[config.mk]
export PLATFORM = sky130hd
export DESIGN_NAME = button_event_arbiter_flat
export DESIGN_NICKNAME = d
export VERILOG_FILES = /design/src/rtl/batalha_pkg.sv /design/src/rtl/button_event_arbiter_if.sv /design/src/rtl/btn_repeat_timer.sv /design/src/rtl/button_event_arbiter.sv /design/src/flat_wrapper.sv
export SDC_FILE = /design/constraint.sdc
export NUM_CORES = 1
export LEC_CHECK = 0
export CORE_UTILIZATION = 45
export DETAILED_ROUTE_END_ITERATION = 7
export GPL_ROUTABILITY_DRIVEN = 0
export GPL_TIMING_DRIVEN = 0
export PLACE_DENSITY = 0.61
export SYNTH_ARGS = -nofsm -noshare
export SYNTH_HDL_FRONTEND = slang
export SYNTH_SLANG_ARGS = --single-unit
[constraint.sdc]
create_clock -name clk -period 9.3 [get_ports clk]
set_clock_uncertainty 0.2 [all_clocks]
set_input_delay 1.86 -clock clk [delete_from_list [all_inputs] [get_ports clk]]
set_output_delay 1.86 -clock clk [all_outputs]
set_load 0.005 [all_outputs]
[src/rtl/batalha_pkg.sv]
// Shared constants for the game board: button indices, clock rate and
// auto-repeat defaults, plus the per-button repeat timer state encoding.
package batalha_pkg;

  localparam int N_BTN     = 5;
  localparam int BTN_UP    = 0;
  localparam int BTN_DOWN  = 1;
  localparam int BTN_LEFT  = 2;
  localparam int BTN_RIGHT = 3;
  localparam int BTN_FIRE  = 4;

  localparam int CLK_HZ = 25_000_000;

  // 500 ms before the first repeat, 150 ms between repeats
  localparam int REPEAT_DELAY_DEF  = CLK_HZ / 2;
  localparam int REPEAT_PERIOD_DEF = (CLK_HZ / 20) * 3;
  localparam int CNT_W_DEF         = 24;

  // Movement buttons repeat; FIRE only produces press events
  localparam logic [N_BTN-1:0] REPEAT_MASK_DEF = 5'b01111;

  typedef enum logic [1:0] {
    TMR_IDLE   = 2'd0,
    TMR_DELAY  = 2'd1,
    TMR_REPEAT = 2'd2
  } tmr_state_e;

endpackage

[src/rtl/button_event_arbiter_if.sv]
// Event channel from the button arbiter to the cursor/fire logic.
// The master produces events; the slave accepts them with evt_ready.
interface button_event_arbiter_if #(
  parameter int ID_W = 3
);
  logic            evt_valid;
  logic            evt_ready;
  logic [ID_W-1:0] evt_id;
  logic            evt_repeat;
  logic            evt_overrun;

  modport master (
    output evt_valid,
    output evt_id,
    output evt_repeat,
    output evt_overrun,
    input  evt_ready
  );

  modport slave (
    input  evt_valid,
    input  evt_id,
    input  evt_repeat,
    input  evt_overrun,
    output evt_ready
  );
endinterface

[src/rtl/btn_repeat_timer.sv]
// One button: rising-edge press detection and the hold-to-repeat timer.
// press and tick are single-cycle strobes decoded from registered state.
module btn_repeat_timer
  import batalha_pkg::*;
#(
  parameter int CNT_W         = 24,
  parameter int REPEAT_DELAY  = 12_500_000,
  parameter int REPEAT_PERIOD = 3_750_000,
  parameter bit REPEAT_EN     = 1'b1
) (
  input  logic clk,
  input  logic rst,
  input  logic btn,
  output logic press,
  output logic tick
);

  localparam logic [CNT_W-1:0] DELAY_LAST  = CNT_W'(REPEAT_DELAY - 1);
  localparam logic [CNT_W-1:0] PERIOD_LAST = CNT_W'(REPEAT_PERIOD - 1);

  tmr_state_e       state_q;
  logic [CNT_W-1:0] cnt_q;
  logic             btn_prev_q;

  // btn_prev resets high so a button held through reset must be released first
  assign press = btn & ~btn_prev_q;

  // A release in any state kills the tick for that cycle
  assign tick = btn & (((state_q == TMR_DELAY)  && (cnt_q == DELAY_LAST)) ||
                       ((state_q == TMR_REPEAT) && (cnt_q == PERIOD_LAST)));

  // Edge history plus IDLE -> DELAY -> REPEAT hold timer
  always_ff @(posedge clk) begin
    if (rst) begin
      btn_prev_q <= 1'b1;
      state_q    <= TMR_IDLE;
      cnt_q      <= '0;
    end else begin
      btn_prev_q <= btn;
      if (!btn || !REPEAT_EN) begin
        state_q <= TMR_IDLE;
        cnt_q   <= '0;
      end else begin
        unique case (state_q)
          TMR_IDLE: begin
            if (press) begin
              state_q <= TMR_DELAY;
              cnt_q   <= '0;
            end
          end
          TMR_DELAY: begin
            if (cnt_q == DELAY_LAST) begin
              state_q <= TMR_REPEAT;
              cnt_q   <= '0;
            end else begin
              cnt_q <= cnt_q + 1'b1;
            end
          end
          TMR_REPEAT: begin
            if (cnt_q == PERIOD_LAST) cnt_q <= '0;
            else                      cnt_q <= cnt_q + 1'b1;
          end
          default: begin
            state_q <= TMR_IDLE;
            cnt_q   <= '0;
          end
        endcase
      end
    end
  end

endmodule

[src/rtl/button_event_arbiter.sv]
// Collects press/repeat events from all buttons into a pending set and
// hands them out round-robin on one valid/ready channel.
module button_event_arbiter
  import batalha_pkg::*;
#(
  parameter int               N_BTN         = batalha_pkg::N_BTN,
  parameter int               CNT_W         = CNT_W_DEF,
  parameter int               REPEAT_DELAY  = REPEAT_DELAY_DEF,
  parameter int               REPEAT_PERIOD = REPEAT_PERIOD_DEF,
  parameter logic [N_BTN-1:0] REPEAT_MASK   = REPEAT_MASK_DEF
) (
  input  logic                  clk,
  input  logic                  rst,
  input  logic [N_BTN-1:0]      btn_stable,
  button_event_arbiter_if.master evt
);

  localparam int ID_W = (N_BTN > 1) ? $clog2(N_BTN) : 1;

  logic [N_BTN-1:0] press, tick, set, busy, granted, pend_live, coalesce;
  logic [N_BTN-1:0] pend_q, pend_d, pend_rpt_q, pend_rpt_d;
  logic [ID_W-1:0]  rr_q, rr_d, id_q, id_d, grant_idx, cand;
  logic             valid_q, valid_d, rpt_q, rpt_d, overrun_q, overrun_d;
  logic             grant_found, load;

  genvar gi;
  generate
    for (gi = 0; gi < N_BTN; gi++) begin : g_btn
      btn_repeat_timer #(
        .CNT_W        (CNT_W),
        .REPEAT_DELAY (REPEAT_DELAY),
        .REPEAT_PERIOD(REPEAT_PERIOD),
        .REPEAT_EN    (REPEAT_MASK[gi])
      ) u_timer (
        .clk  (clk),
        .rst  (rst),
        .btn  (btn_stable[gi]),
        .press(press[gi]),
        .tick (tick[gi])
      );

      assign set[gi]       = press[gi] | tick[gi];
      // Event for this button sitting unaccepted in the output register
      assign busy[gi]      = valid_q && !evt.evt_ready && (id_q == ID_W'(gi));
      assign granted[gi]   = load && (grant_idx == ID_W'(gi));
      // Pending entry that survives this cycle's grant
      assign pend_live[gi] = pend_q[gi] && !granted[gi];
      assign coalesce[gi]  = set[gi] && (pend_live[gi] || busy[gi]);
    end
  endgenerate

  // Round-robin: first pending index after the last grant, wrapping
  always_comb begin
    grant_found = 1'b0;
    grant_idx   = rr_q;
    cand        = rr_q;
    for (int k = 1; k <= N_BTN; k++) begin
      cand = ID_W'((int'(rr_q) + k) % N_BTN);
      if (!grant_found && pend_q[cand]) begin
        grant_found = 1'b1;
        grant_idx   = cand;
      end
    end
  end

  assign load = (!valid_q || evt.evt_ready) && grant_found;

  // Pending set update: a new event beats a same-cycle grant; repeats never mask a press
  always_comb begin
    pend_d     = pend_q;
    pend_rpt_d = pend_rpt_q;
    for (int i = 0; i < N_BTN; i++) begin
      if (set[i] && pend_live[i]) begin
        pend_d[i]     = 1'b1;
        pend_rpt_d[i] = pend_rpt_q[i] & ~press[i];
      end else if (set[i] && busy[i]) begin
        // Same event already on the bus and stalled: fold it in
        pend_d[i] = 1'b0;
      end else if (set[i]) begin
        pend_d[i]     = 1'b1;
        pend_rpt_d[i] = ~press[i];
      end else begin
        pend_d[i] = pend_live[i];
      end
    end
    overrun_d = |coalesce;
  end

  // Output register and round-robin pointer; fields only change on load
  always_comb begin
    valid_d = valid_q;
    id_d    = id_q;
    rpt_d   = rpt_q;
    rr_d    = rr_q;
    if (load) begin
      valid_d = 1'b1;
      id_d    = grant_idx;
      rpt_d   = pend_rpt_q[grant_idx];
      rr_d    = grant_idx;
    end else if (evt.evt_ready) begin
      valid_d = 1'b0;
    end
  end

  // State registers
  always_ff @(posedge clk) begin
    if (rst) begin
      pend_q     <= '0;
      pend_rpt_q <= '0;
      valid_q    <= 1'b0;
      id_q       <= '0;
      rpt_q      <= 1'b0;
      overrun_q  <= 1'b0;
      rr_q       <= ID_W'(N_BTN - 1);
    end else begin
      pend_q     <= pend_d;
      pend_rpt_q <= pend_rpt_d;
      valid_q    <= valid_d;
      id_q       <= id_d;
      rpt_q      <= rpt_d;
      overrun_q  <= overrun_d;
      rr_q       <= rr_d;
    end
  end

  assign evt.evt_valid   = valid_q;
  assign evt.evt_id      = id_q;
  assign evt.evt_repeat  = rpt_q;
  assign evt.evt_overrun = overrun_q;

endmodule
[src/flat_wrapper.sv]
// flat-port wrapper written by rule: the top's interface ports become plain ports
module button_event_arbiter_flat import batalha_pkg::*;
#(
  parameter int               N_BTN         = batalha_pkg::N_BTN,
  parameter int               CNT_W         = CNT_W_DEF,
  parameter int               REPEAT_DELAY  = REPEAT_DELAY_DEF,
  parameter int               REPEAT_PERIOD = REPEAT_PERIOD_DEF,
  parameter logic [N_BTN-1:0] REPEAT_MASK   = REPEAT_MASK_DEF
)
  (clk, rst, btn_stable, evt_evt_valid, evt_evt_id, evt_evt_repeat, evt_evt_overrun, evt_evt_ready);
  button_event_arbiter_if evt_i ();
  input  logic clk;
  input  logic rst;
  input  logic [N_BTN-1:0] btn_stable;
  output wire logic [$bits(evt_i.evt_valid)-1:0] evt_evt_valid;
  output wire logic [$bits(evt_i.evt_id)-1:0] evt_evt_id;
  output wire logic [$bits(evt_i.evt_repeat)-1:0] evt_evt_repeat;
  output wire logic [$bits(evt_i.evt_overrun)-1:0] evt_evt_overrun;
  input wire logic [$bits(evt_i.evt_ready)-1:0] evt_evt_ready;
  assign evt_evt_valid = evt_i.evt_valid;
  assign evt_evt_id = evt_i.evt_id;
  assign evt_evt_repeat = evt_i.evt_repeat;
  assign evt_evt_overrun = evt_i.evt_overrun;
  assign evt_i.evt_ready = evt_evt_ready;
  button_event_arbiter #(.N_BTN(N_BTN), .CNT_W(CNT_W), .REPEAT_DELAY(REPEAT_DELAY), .REPEAT_PERIOD(REPEAT_PERIOD), .REPEAT_MASK(REPEAT_MASK)) u_core (.clk(clk), .rst(rst), .btn_stable(btn_stable), .evt(evt_i));
endmodule
Word-level counts from Yosys, hierarchy flattened
Cells that the tools add are included.
{"block": "word_totals", "regBits": 128, "in_bits": 8, "ramBits": 0, "latch_bits": 0, "out_inout_bits": 6, "memories": 0, "romBits": 0}
{"block": "classes", "mux": 82, "shifts": 0, "addsub": 9, "n_reduce_logical": 91, "multipliers": 0, "bitwise_logic": 36, "n_div": 5, "n_lt_le_gt_ge": 6, "n_eq_ne": 37}
{"cell": "24-bit 2-to-1 mux", "count": 12}
{"cell": "24-bit one-hot mux with 3 select lines", "count": 4}
{"cell": "32-bit by 4-bit modulo with 32-bit output, second input constant", "count": 5}
{"cell": "24-bit by 1-bit adder with 24-bit output, second input constant", "count": 4}
{"cell": "24-bit by 22-bit == test with 1-bit output, second input constant", "count": 4}
{"cell": "24-bit == test, second input constant", "count": 4}
{"cell": "1-bit logical AND", "count": 44}
{"cell": "1-bit 2-to-1 mux", "count": 43}
{"cell": "3-bit by 4-bit less-than comparator with 1-bit output, second input constant", "count": 6}
{"cell": "2-bit one-hot mux with 3 select lines", "count": 4}
{"cell": "1-bit binary-select mux with 3-bit select", "count": 6}
{"cell": "2-bit by 1-bit != test with 1-bit output, second input constant", "count": 9}
{"cell": "1-bit NOT", "count": 18}
{"cell": "2-bit 2-to-1 mux", "count": 8}
{"cell": "3-bit 2-to-1 mux", "count": 5}
{"cell": "1-bit AND", "count": 14}
{"cell": "3-bit by 2-bit == test with 1-bit output, second input constant", "count": 4}
{"cell": "3-bit AND reduction", "count": 4}
{"cell": "2-bit nonzero test", "count": 6}
{"cell": "1-bit zero test", "count": 11}
{"cell": "1-bit logical OR", "count": 10}
{"cell": "2-bit AND reduction", "count": 5}
{"cell": "3-bit by 2-bit adder with 4-bit output, second input constant", "count": 2}
{"cell": "3-bit by 3-bit adder with 4-bit output, second input constant", "count": 2}
{"cell": "other kinds (11)", "count": 32}

Depth between registers and ports, before layout
{"block": "depth", "word_depth": 24, "depth_mapped": 25}

By module
Synthesis repeated with hierarchy kept, for this count alone.
{"block": "unflattened", "hier_cells": 1161, "hier_area_um2": 9441.6}
{"mod": "btn_repeat_timer at u_core.g_btn[0].u_timer ...", "cells_each": 189, "area_per_inst_um2": 1590.3, "seq_area_each_um2": 540.5, "instances": 4}
{"mod": "button_event_arbiter", "cells_each": 400, "area_per_inst_um2": 3036.7, "seq_area_each_um2": 340.3, "instances": 1}
{"mod": "btn_repeat_timer at u_core.g_btn[4].u_timer", "cells_each": 5, "area_per_inst_um2": 43.8, "seq_area_each_um2": 20.0, "instances": 1}

Least setup slack after synthesis
No wires, ideal clock.
{"block": "synth_path", "path_type": "reg2reg", "from": "register, netlist name u_core.evt.evt_id[0]", "to": "register u_core.rpt_q, in the netlist u_core.evt.evt_repeat", "t_required_ns": 9.026, "arrival_ns": 5.775, "setup_slack_ns": 3.251, "path_buffers": 4, "stages_incl_launch_ff": 25, "path_cell_list": "dfxtp_1 -> buf_2 -> clkbuf_1 -> clkbuf_1 -> inv_1 -> ha_1 -> buf_2 -> xnor2_2 -> inv_1 -> ha_1 -> or3b_2 -> o22ai_1 -> or2_2 -> ha_1 -> mux4_2 -> o211ai_1 -> o31ai_1 -> a22oi_1 -> nor4b_4 -> nand3_1 -> or3b_2 -> and2_1 -> mux2i_1 -> or2_1 -> a31oi_1"}
{"item": "end signal, assigned", "line_no": "button_event_arbiter.sv:120", "text": "rpt_q <= rpt_d;"}
{"item": "end, declared", "line_no": "button_event_arbiter.sv:23", "text": "logic valid_q, valid_d, rpt_q, rpt_d, overrun_q, overrun_d;"}

Final worst setup path
{"block": "layout_path", "from": "register u_core.id_q[0], in the netlist u_core.evt.evt_id[0]", "to": "register u_core.overrun_q, in the netlist u_core.evt.evt_overrun"}
{"block": "layout_via", "elab_chain_cells": 5, "elab_cells_between_ends": 21, "cone_classes": "4 x eq/ne; 17 x reduce/logical"}
{"item": "start, declared", "line_no": "button_event_arbiter.sv:22", "text": "logic [ID_W-1:0] rr_q, rr_d, id_q, id_d, grant_idx, cand;"}
{"item": "start signal, assigned", "line_no": "button_event_arbiter.sv:119", "text": "id_q <= id_d;"}
{"item": "3-bit by 1-bit == test with 1-bit output, or another cell as far along", "line_no": "button_event_arbiter.sv:44", "text": "assign busy[gi] = valid_q && !evt.evt_ready && (id_q == ID_W'(gi));"}
{"item": "1-bit logical AND", "line_no": "button_event_arbiter.sv:44"}
{"item": "1-bit logical OR", "line_no": "button_event_arbiter.sv:48", "text": "assign coalesce[gi] = set[gi] && (pend_live[gi] || busy[gi]);"}
{"item": "1-bit logical AND", "line_no": "button_event_arbiter.sv:48"}
{"item": "5-bit OR reduction *", "line_no": "button_event_arbiter.sv:86", "text": "overrun_d = |coalesce;"}
{"item": "end signal, assigned", "line_no": "button_event_arbiter.sv:121", "text": "overrun_q <= overrun_d;"}
{"item": "end, declared", "line_no": "button_event_arbiter.sv:23"}
Every way passes the cells marked *; elsewhere a longest branch is shown, timed or not.
A chain may end at the register's enable or synchronous reset.

==> results_dict.tcl <==
set metrics [dict create \
    grt_overflow 0 \
    synth_area_um2 8254 \
    slew_headroom_pct 37.09 \
    cts_htree_levels 4 \
    min_delay_path_depth 2 \
    cts_hold_buf 0 \
    root_buffer "clkbuf_16" \
    ant_nets 0 \
    via_per_inst 5.576 \
    synth.area.top_cells "dfxtp_1, nor2_1, ha_1" \
    pre_cts_slack_ns 1.730 \
    rsz0062_at_grt "false" \
    syn_nets 1094 \
    drtIter0Drc 435 \
    clock_latency_ns 0.43 \
    antenna_cells 0 \
    end_kind "flop" \
    yosysSeqAreaShare_pct 30.56 \
    grt_start_max_net_pins 17 \
    reg2reg_slack_ns 1.58 \
    core-area_um2 17960 \
    synth_warnings 0 \
    grt_pass1_wl_um 31820 \
    wl_met2_um 8529 \
    cts_buffers 17 \
    status "complete, no violations" \
    wl_met3_um 729 \
    hold_ws_ns 0.2901 \
    clock_sinks 126 \
    setup_viol 0 \
    p_per_area_nw_per_um2 242.9 \
    cp_data_arrival_time_ns 7.79 \
    fmax_mhz 129.6 \
    critPathRequiredTime_ns 9.38 \
    synth_cell_types 84 \
    cts_tree "built" \
    p_leak_uw 0.003271 \
    die_w_um 137.4 \
    setup_ws_ns 1.585 \
    hp-start "u_core.g_btn[1].u_timer.cnt_q[1]" \
    hpwl_um 13760 \
    path_max_fanout 10 \
    wl_um 18810 \
    mostFrequentLayoutCell "nor2_1" \
    ctsResizeCount 0 \
    ir_worst_vdd_mv 0.2041 \
    synth-async-reset-ratio_pct 0 \
    crit_path_start_kind "flop" \
    dieArea_um2 18890 \
    rows 49 \
    postCtsSetupBuffers 0 \
    drv_cap 0 \
    area_growth_pct 11.70 \
    hold_end "u_core.g_btn[1].u_timer.cnt_q[1]" \
    r2r-end "u_core.evt.evt_overrun" \
    drt-pass1-iter-count 5 \
    hold_viol 0 \
    vias 7321 \
    grt_usage_pct 21.29 \
    wl_per_cell_um 14.33 \
    synth_ff_type "dfxtp_1" \
    layout.nets 1125 \
    finalCritPeriodShare_pct 82.96 \
    grt_pass1_vias 6629 \
    initial_core_util_pct 45.95 \
    portBuffers 12 \
    fin_crit_ns 7.715 \
    final_cell_mix "nor2_1, dfxtp_1, nand2_1" \
    path_clk_slew_ns 0.06 \
    yosys.area.top_type_share_pct 30.56 \
    highest_layer "met4" \
    final_max_slew_viol_count 0 \
    fp.dieH_um 137.4 \
    r2r-start "u_core.evt.evt_id[0]" \
    path_class "flop to flop" \
    finalSetupTns_ns 0 \
    ys_ff_latch 126 \
    drc_errors 0 \
    synth_top_area_cell "dfxtp_1" \
    tightest_slew_ns 0.9319 \
    drive_gt1_share_pct 7.749 \
    clockBufferDepth 2 \
    hold_path.class "flop to flop" \
    synth_edf_count 0 \
    met1_length_um 9363 \
    syn_avg_cell_area_um2 7.937 \
    antenna_found_initial 0 \
    reg2reg_depth 25 \
    io_pins 14 \
    netlist_instances 1040 \
]
[power breakdown]
group          switching (µW)  internal [µW]
clock network             275            357
logic                     609            421
registers                20.6            557
total                     905           1330
[synthesized netlist by cell type (all sizes together) (4+ instances only)]
cell type and n:
nand4 22, nand2 98, nor4 12, mux2i 17
a211oi 10, dfxtp 126, a31oi 9, a21oi 53
and2 7, or2 13, o211ai 10, or4 4
clkbuf 21, o21a 6, ha 46, nand2b 21
or3b 4, buf 13, a211o 5, o21ai 36
xnor2 37, o22ai 9, nor3 19, inv 39
a21o 7, nor2 158, a22oi 10, nor4bb 4
and3 20, xor2 50, and4 7, or4b 7
nor4b 7, or3 6, nand4b 5, nand3 52
nor2b 13
[cell type report]
cell class              instances  area (µm²)
well taps                     229       286.5
clock buffers                  18       439.2
fillers                      1771        8743
inverters                      41       153.9
plain buffers                  34       152.6
flip-flops and latches        126        2522
multi-input cells             839        5425
repair buffers                 12       120.1
clock inverters                14       120.1
[through the flow]
stage / utilization, % / std cells / power [µW] / area (µm²)
floorplan: - / 1040 / 1389 / 8254
global placement: 48.21 / 1281 / 1600 / 8661
detailed placement: 48.21 / 1281 / 1599 / 8661
CTS: 51.33 / 1313 / 2240 / 9220
global route: 51.33 / 1313 / 2398 / 9220
finish: 51.33 / 1313 / 2239 / 9220
[logic make-up (layout without fill, tap and decap cells)]
family	after synthesis	in the layout	synth area share, %
simple gates	487	487	30.01
compound gates	198	198	16.17
flops	126	126	30.56
xor+xnor	87	87	9.550
buf+inv	75	119	3.714
fa+ha+maj	46	46	6.973
mux	21	21	3.016
[registers in the layout, summed over array words and instances (netlist names)]
signal / flops
u_core.g_btn.u_timer.cnt_q: 96
u_core.g_btn.u_timer.btn_prev_q: 5
u_core.evt.evt_valid: 1
u_core.rr_q: 1
u_core.evt.evt_overrun: 1
u_core.pend_q: 5
u_core.g_btn.u_timer.state_q: 8
u_core.evt.evt_repeat: 1
u_core.evt.evt_id: 3
u_core.pend_rpt_q: 5
[layer usage]
layer,vias to the layer above,global-route usage (%)
met1,3398,28.37
li1,3782,-
met5,-,0
met2,129,33.86
met3,12,4.893
met4,0,6.593
[worst max-delay path by stage]
stage	from	endpoint	slack, ns	cells past startpoint
2_1_floorplan	u_core.evt.evt_id[0]	u_core.evt.evt_repeat	3.25	24
3_3_place_gp	u_core.evt.evt_id[0]	u_core.evt.evt_overrun	1.66	25
3_5_place_dp	u_core.evt.evt_id[0]	u_core.evt.evt_overrun	1.73	23
4_1_cts	u_core.evt.evt_id[0]	u_core.evt.evt_overrun	1.70	25
5_1_grt	u_core.evt.evt_id[0]	u_core.evt.evt_overrun	0.99	25
6_report	u_core.evt.evt_id[0]	u_core.evt.evt_overrun	1.58	25
[worst max-delay path, cell delays in order (launching register included)]
cell and delay [ns]:
dfxtp_1 0.50, buf_2 0.33, clkbuf_1 0.43, clkbuf_1 0.56, inv_1 0.26, ha_1 0.29
buf_2 0.22, xnor2_2 0.25, inv_1 0.14, ha_1 0.27, or3b_2 0.45, o22ai_1 0.27
or2_2 0.22, ha_1 0.14, nor2b_1 0.05, o21ai_0 0.36, o21a_1 0.24, o31ai_1 0.11
a22oi_1 0.43, nor4b_4 0.39, nand3_1 0.20, or3b_2 0.49, and2_1 0.25, o21ai_1 0.25
a211o_1 0.16, nand3_1 0.11
Note: power is estimated with default switching activity, not from simulation.
